<file path="src/rtl/jump_ctrl.sv">
// Jump controller: decodes branch/jump/call/return instructions, issues
// relative or absolute jump requests to the program counter, squashes the
// wrong-path instruction that follows a taken jump, and maintains a small
// return-address stack with sticky overflow/underflow flags.
module jump_ctrl #(
  parameter int D  = 12,
  parameter int SD = 4
) (
  input  logic                 clk,
  input  logic                 reset,
  input  logic                 instr_valid,
  input  logic [2:0]           op,
  input  logic [D-1:0]         offset,
  input  logic                 zero_flag,
  input  logic [D-1:0]         prog_ctr,
  output logic                 reljump_en,
  output logic                 absjump_en,
  output logic [D-1:0]         target,
  output logic                 flush,
  output logic [$clog2(SD):0]  depth,
  output logic                 stack_ovf,
  output logic                 stack_udf
);

  localparam int DW = $clog2(SD) + 1;
  localparam int AW = (SD > 1) ? $clog2(SD) : 1;

  localparam logic [D-1:0]  PC_ONE    = D'(1);
  localparam logic [DW-1:0] DEPTH_ONE = DW'(1);
  localparam logic [DW-1:0] FULL      = DW'(SD);

  localparam logic [2:0] OP_BR   = 3'b001;
  localparam logic [2:0] OP_BRZ  = 3'b010;
  localparam logic [2:0] OP_JMP  = 3'b011;
  localparam logic [2:0] OP_CALL = 3'b100;
  localparam logic [2:0] OP_RET  = 3'b101;

  typedef enum logic {RUN = 1'b0, SQUASH = 1'b1} state_t;

  state_t          state;
  logic [D-1:0]    stack [SD];

  logic            take_rel;
  logic            take_abs;
  logic            do_push;
  logic            do_pop;
  logic            set_ovf;
  logic            set_udf;
  logic [D-1:0]    tgt_nxt;
  logic [AW-1:0]   top_idx;
  logic [AW-1:0]   push_idx;

  // Top-of-stack sits one below the occupancy count; pushes go at the count.
  assign top_idx  = AW'(depth - DEPTH_ONE);
  assign push_idx = AW'(depth);

  // Decode the presented instruction; only RUN with a valid instruction acts.
  always_comb begin
    take_rel = 1'b0;
    take_abs = 1'b0;
    do_push  = 1'b0;
    do_pop   = 1'b0;
    set_ovf  = 1'b0;
    set_udf  = 1'b0;
    tgt_nxt  = '0;
    if (state == RUN && instr_valid) begin
      case (op)
        OP_BR: begin
          // The PC increments by one on its own, so the jump amount is offset-1.
          take_rel = 1'b1;
          tgt_nxt  = offset - PC_ONE;
        end
        OP_BRZ: begin
          if (zero_flag) begin
            take_rel = 1'b1;
            tgt_nxt  = offset - PC_ONE;
          end
        end
        OP_JMP: begin
          take_abs = 1'b1;
          tgt_nxt  = offset;
        end
        OP_CALL: begin
          // A full stack still jumps; only the link address is lost.
          take_abs = 1'b1;
          tgt_nxt  = offset;
          if (depth == FULL) set_ovf = 1'b1;
          else               do_push = 1'b1;
        end
        OP_RET: begin
          // Returning from an empty stack is not taken at all.
          if (depth != '0) begin
            take_abs = 1'b1;
            tgt_nxt  = stack[top_idx];
            do_pop   = 1'b1;
          end else begin
            set_udf = 1'b1;
          end
        end
        default: ;
      endcase
    end
  end

  // FSM, registered jump outputs, occupancy and sticky flags.
  always_ff @(posedge clk or posedge reset) begin
    if (reset) begin
      state      <= RUN;
      reljump_en <= 1'b0;
      absjump_en <= 1'b0;
      target     <= '0;
      flush      <= 1'b0;
      depth      <= '0;
      stack_ovf  <= 1'b0;
      stack_udf  <= 1'b0;
    end else begin
      reljump_en <= take_rel;
      absjump_en <= take_abs;
      target     <= tgt_nxt;
      flush      <= take_rel | take_abs;
      state      <= (take_rel | take_abs) ? SQUASH : RUN;
      if (do_push)     depth <= depth + DEPTH_ONE;
      else if (do_pop) depth <= depth - DEPTH_ONE;
      if (set_ovf) stack_ovf <= 1'b1;
      if (set_udf) stack_udf <= 1'b1;
    end
  end

  // Return-address storage; contents are don't-care while depth is zero.
  always_ff @(posedge clk) begin
    if (do_push) stack[push_idx] <= prog_ctr + PC_ONE;
  end

endmodule

</file>
<file path="config.mk">
export PLATFORM = sky130hd
export DESIGN_NAME = jump_ctrl
export DESIGN_NICKNAME = d
export VERILOG_FILES = /design/src/rtl/jump_ctrl.sv
export SDC_FILE = /design/constraint.sdc
export NUM_CORES = 1
export LEC_CHECK = 0
export ABC_AREA = 1
export ABC_CLOCK_PERIOD_IN_PS = 4000
export BUFFER_PORTS_ARGS = -buffer_cell sky130_fd_sc_hd__clkbuf_2
export CAP_MARGIN = 40
export CORE_MARGIN = 3
export CORE_UTILIZATION = 60
export DETAILED_ROUTE_END_ITERATION = 10
export PLACE_DENSITY = 0.92
export SLEW_MARGIN = 20
export SYNTH_ARGS = -nofsm -noshare
export SYNTH_HDL_FRONTEND = slang
export SYNTH_SLANG_ARGS = --single-unit
export TNS_END_PERCENT = 100
</file>
<file path="constraint.sdc">
create_clock -name clk -period 4 [get_ports clk]
set_input_delay 0.4 -clock clk [delete_from_list [all_inputs] [get_ports clk]]
set_output_delay 0.4 -clock clk [all_outputs]
set_load 0.02 [all_outputs]
</file>
; After elaboration in Yosys (flattened, before gate mapping)
; Memories as Yosys holds them, arrays and structs flattened.
; Index checks and enable logic that the tools add are counted.
[totals]
reg_bits = 21
mem_bits_rw = 48
elab_cells = 51
n_memories = 1
[classes]
n_addsub = 4
n_eq_ne = 6
mux = 26
bitwise_logic = 2
n_reduce_logical = 4
[memory_table]
columns = name, depth, word_bits, read_ports, rd_ports_with_merged_regs, wr, line_no
row1 = stack, 4, 12, 1, 0, 1, 41  ; logic [D-1:0] stack [SD];
[op_table]
columns = operator, n
row1 = one-hot mux 12 bit (4 select lines), 1
row2 = two-way mux 12 bit, 3
row3 = two-way mux 1 bit, 18
row4 = "adder 12 x 1 -> 12 bit, second input constant", 1
row5 = "subtractor 12 x 1 -> 12 bit, second input constant", 1
row6 = "== test 3 bit, second input constant", 3
row7 = "== test 3 x 2 -> 1 bit, second input constant", 2
row8 = two-way mux 3 bit, 2
row9 = one-hot mux 1 bit (2 select lines), 2
row10 = "adder 3 x 1 -> 3 bit, second input constant", 1
row11 = "== test 3 x 1 -> 1 bit, second input constant", 1
row12 = nonzero test 3 bit, 1
row13 = "subtractor 3 x 1 -> 3 bit, second input constant", 1
row14 = nonzero test 2 bit, 1
row15 = OR reduction 2 bit, 1
row16 = logical AND 1 bit, 1
row17 = NOT 1 bit, 1
row18 = bitwise OR 1 bit, 1

; Longest topological paths before layout
[depth]
depth_word = 6
ltp_mapped = 12

; Worst setup path before layout
; No wires, ideal clock.
[synth_timing]
path_type = register to register
from = register depth[0]
to = memory stack[1][0], enable pin
setup_ps = 380
arrival_ps = 2069
required_ps = 3620
slack_ps = 1550
path_stages_with_launch = 9
period_less_slack_ps = 2450
cell_sequence = dfrtp_1 buf_4 inv_2 buf_4 ha_1 ha_1 inv_1 nand3_2 nor2_1
[synth_between]
elab_chain_cells = 6
[synth_rtl]
columns = item, line_no
row1 = from (decl), 20  ; output logic [$clog2(SD):0] depth,
row2 = from (signal assigned), 122  ; if (do_push) depth <= depth + DEPTH_ONE;
row3 = from (signal assigned), 123  ; else if (do_pop) depth <= depth - DEPTH_ONE;
row4 = == test 3 bit, 87  ; if (depth == FULL) set_ovf = 1'b1;
row5 = two-way mux 1 bit, 87
row6 = two-way mux 1 bit, 67  ; case (op)
row7 = two-way mux 1 bit, 66  ; if (state == RUN && instr_valid) begin
row8 = two-way mux 1 bit, 131  ; if (do_push) stack[push_idx] <= prog_ctr + PC_ONE;
row9 = two-way mux 1 bit (not written as such), 131
row10 = to (decl), 41
; Several ways; a longest one is shown, not always the timed one.

; Final worst setup path
[layout_timing]
from = register depth[0]
to = memory stack[1][9], enable pin
; The elaborated chain is that of the path after synthesis.

==> results.toml <==
[status]
status = "completed"

[critical_path]
cp_slowest_cell = "nor2_1"
crit_chain = "buf_4 -> inv_2 -> ha_1 -> ha_1 -> inv_1 -> nand3_2 -> nor2_1"
cp_common_cell = "ha_1"
cp.depth = 7
critical_path_class = "flip-flop to flip-flop"
path_buf_inv = 3
slowest_delay_ns = 0.72
rr_worst_depth = 7
crit_fanout = 29
critPathLaunchType = "flip-flop"
ff2ff_setup_slack_ns = 1.29
arrival_ns = 2.68
critical_path_required_ns = 3.97
cp-end-kind = "flip-flop"
path_delay_family = "simple AND/OR/NAND/NOR gates"

[routing]
drcViolationCount = 0
route.met3.wl_um = 728
wl_per_cell_um = 15.2
drt-met1-wl_um = 2980
routed_wl_um = 7580
vias = 2727
wl_met2_um = 3710
antenna_left = 0
dr.first_iter.drc_count = 292
vias_per_cell = 5.45
top_layer = "met4"
drt_pass1_iterations = 8

[sta]
relSlewSlack_pct = 43.2
setup_viol = 0
worst_slew_pin_slew_ns = 0.849
rsz0062_at_grt = "no"
period_needed_ns = 2.71
fin_crit_sh_pct = 67.7
skew_ns = 0.00852
setup_slack_ns = 1.29
finalSetupTns_ns = 0
max_freq_mhz = 369
finalMaxSlewViolations = 0
hold_viol = 0

[die]
die_w_um = 81.2
core-area_um2 = 5300
io_pins = 51
rows = 26
die_h_um = 81.2
die_area_um2 = 6600
initial_core_util_pct = 64.1

[cells_and_area]
syn2layout_area_growth_pct = 14.7
final_cells = 500
fin_util_pct = 73.5
fill_cells = 366
diodes = 0
nets = 464
drive_above_1_share_pct = 19.3

[place]
dpl.hpwl_um = 5640
place_congestion = 1.26
place_inst = 481
io_buffers = 50
dpl_worst_slack_ns = 1.33

[synthesis]
synth_top_area_share_pct = 42.4
yosys_most_used_dff = "edfxtp_1"
synth_commonest_cells = "nand2_1, edfxtp_1, inv_1, nand3_1, nor2_1"
syn_avg_cell_area_um2 = 9.21
synth_warnings = 0
ys_seq_area_share_pct = 57.2
synth_edf_count = 48
yosys.area.top_type = "edfxtp_1"
synth_area_um2 = 3400
synth.most_common_cell = "nand2_1"
syn_inst = 369
netlist_top_cells_area = "edfxtp_1, dfrtp_1, nand2_1"
synth_cell_type_count = 30
syn-num-nets = 408
ys_ff_latch = 68
synthArstFlopShare_pct = 29.4

[clock_network]
htree_levels = 3
clkTransAtPathRegs_ns = 0.08
cts_tree = "done"
holdBufCountCts = 0
insertion_delay_ns = 0.35
numClockSinks = 68
cts-root-buf = "clkbuf_8"
cts-resized-gates = 0
cts_buffers = 9
clockBufferDepth = 2
postCtsSetupRepairBufs = 0

[power_and_ir_drop]
power_leakage_uw = 0.00182
peakVddDrop_v = 0.000325
power_uw = 2100
power_density_nw_per_um2 = 538

[min_path]
hold_class = "primary input to asynchronous set/reset pin"

[flow_run]
cap_violations = 0

[global_routing]
grt_pass1_vias = 2588
grt-ovfl-total = 0
grt_start_max_net_pins = 30
grt.total_usage_pct = 25.6
grt_antenna_before_repair = 0
grt_pass1_wl_um = 12200
## worst register-to-register path: cells and delay by family (launching register included)
kind	cells	cell delay [ns]
buffers and inverters	3	0.58
flip-flops	1	0.33
AND/OR/NAND/NOR	2	0.92
adder cells (fa/ha/maj)	2	0.50
## logic make-up (layout without fill, tap and decap cells)
logic type / Yosys count / count (layout) / share of synthesized area, %
flip-flops: 68 / 68 / 57.2
AO/OA/AOI/OAI: 30 / 30 / 4.86
buffers and inverters: 61 / 122 / 7.70
AND/OR/NAND/NOR: 189 / 189 / 24.0
XOR/XNOR: 13 / 13 / 3.35
adder cells (fa/ha/maj): 8 / 8 / 2.95
## flip-flops by register name, summed over array words and instances (netlist names)
register    flops
absjump_en      1
stack          48
stack_ovf       1
reljump_en      1
flush           1
target         12
depth           3
stack_udf       1
## placed cells by master, fill, tap and decap left out, types with 3 or more instances in the layout
master and count:
ha_1 8, a21oi_1 11, o211ai_1 3, clkbuf_8 9, buf_4 4, clkbuf_2 50, edfxtp_1 48, nand3_1 45
clkinv_2 3, dfrtp_1 20, inv_2 3, inv_1 48, xnor2_1 3, xor2_1 10, o21ai_0 9, o21ai_1 4
nor2_1 26, nor3_1 3, nand2_1 104
## layout make-up
type                            count  area (um^2)  share of cell area, %
Clock buffer                        9          124                   3.18
Timing Repair Buffer               54          280                   7.19
Inverter                           52          196                   5.04
Multi-Input combinational cell    240         1190                   30.6
Clock inverter                      7         73.8                   1.89
Tap cell                           70         87.6                   2.25
Sequential cell                    68         1940                   49.8
## metal layers
layer / vias up / global-route usage, %
li1: 1315 / -
met1: 1235 / 29.1
met2: 155 / 45.6
met3: 22 / 4.99
met4: 0 / 13.3
met5: - / 0
## through the flow
| step | hold WS, ns | cell area (um^2) |
|---|---|---|
| after floorplan | 0.364 | 3400 |
| after global placement | 0.468 | 3680 |
| after detailed placement | 0.462 | 3680 |
| after CTS | 0.162 | 3870 |
| after global routing | 0.226 | 3900 |
| final | 0.145 | 3900 |
## where the power goes
part / internal, uW / total, uW / leakage [uW] / switching, uW
Combinational: 218 / 689 / 0.00103 / 471
Clock: 291 / 570 / 0.000100 / 280
Sequential: 808 / 836 / 0.000696 / 28.0
## worst paths after layout
path | start | endpoint
worst max register to register | depth[0] | stack[1][9]
worst min register to register | stack_ovf | stack_ovf
worst max-delay path | depth[0] | stack[1][9]
min in group clk | offset[1] | target[1]
max in group asynchronous | reset | depth[0]
worst min-delay path | reset | target[7]
Note: power is estimated with default switching activity, not from simulation.
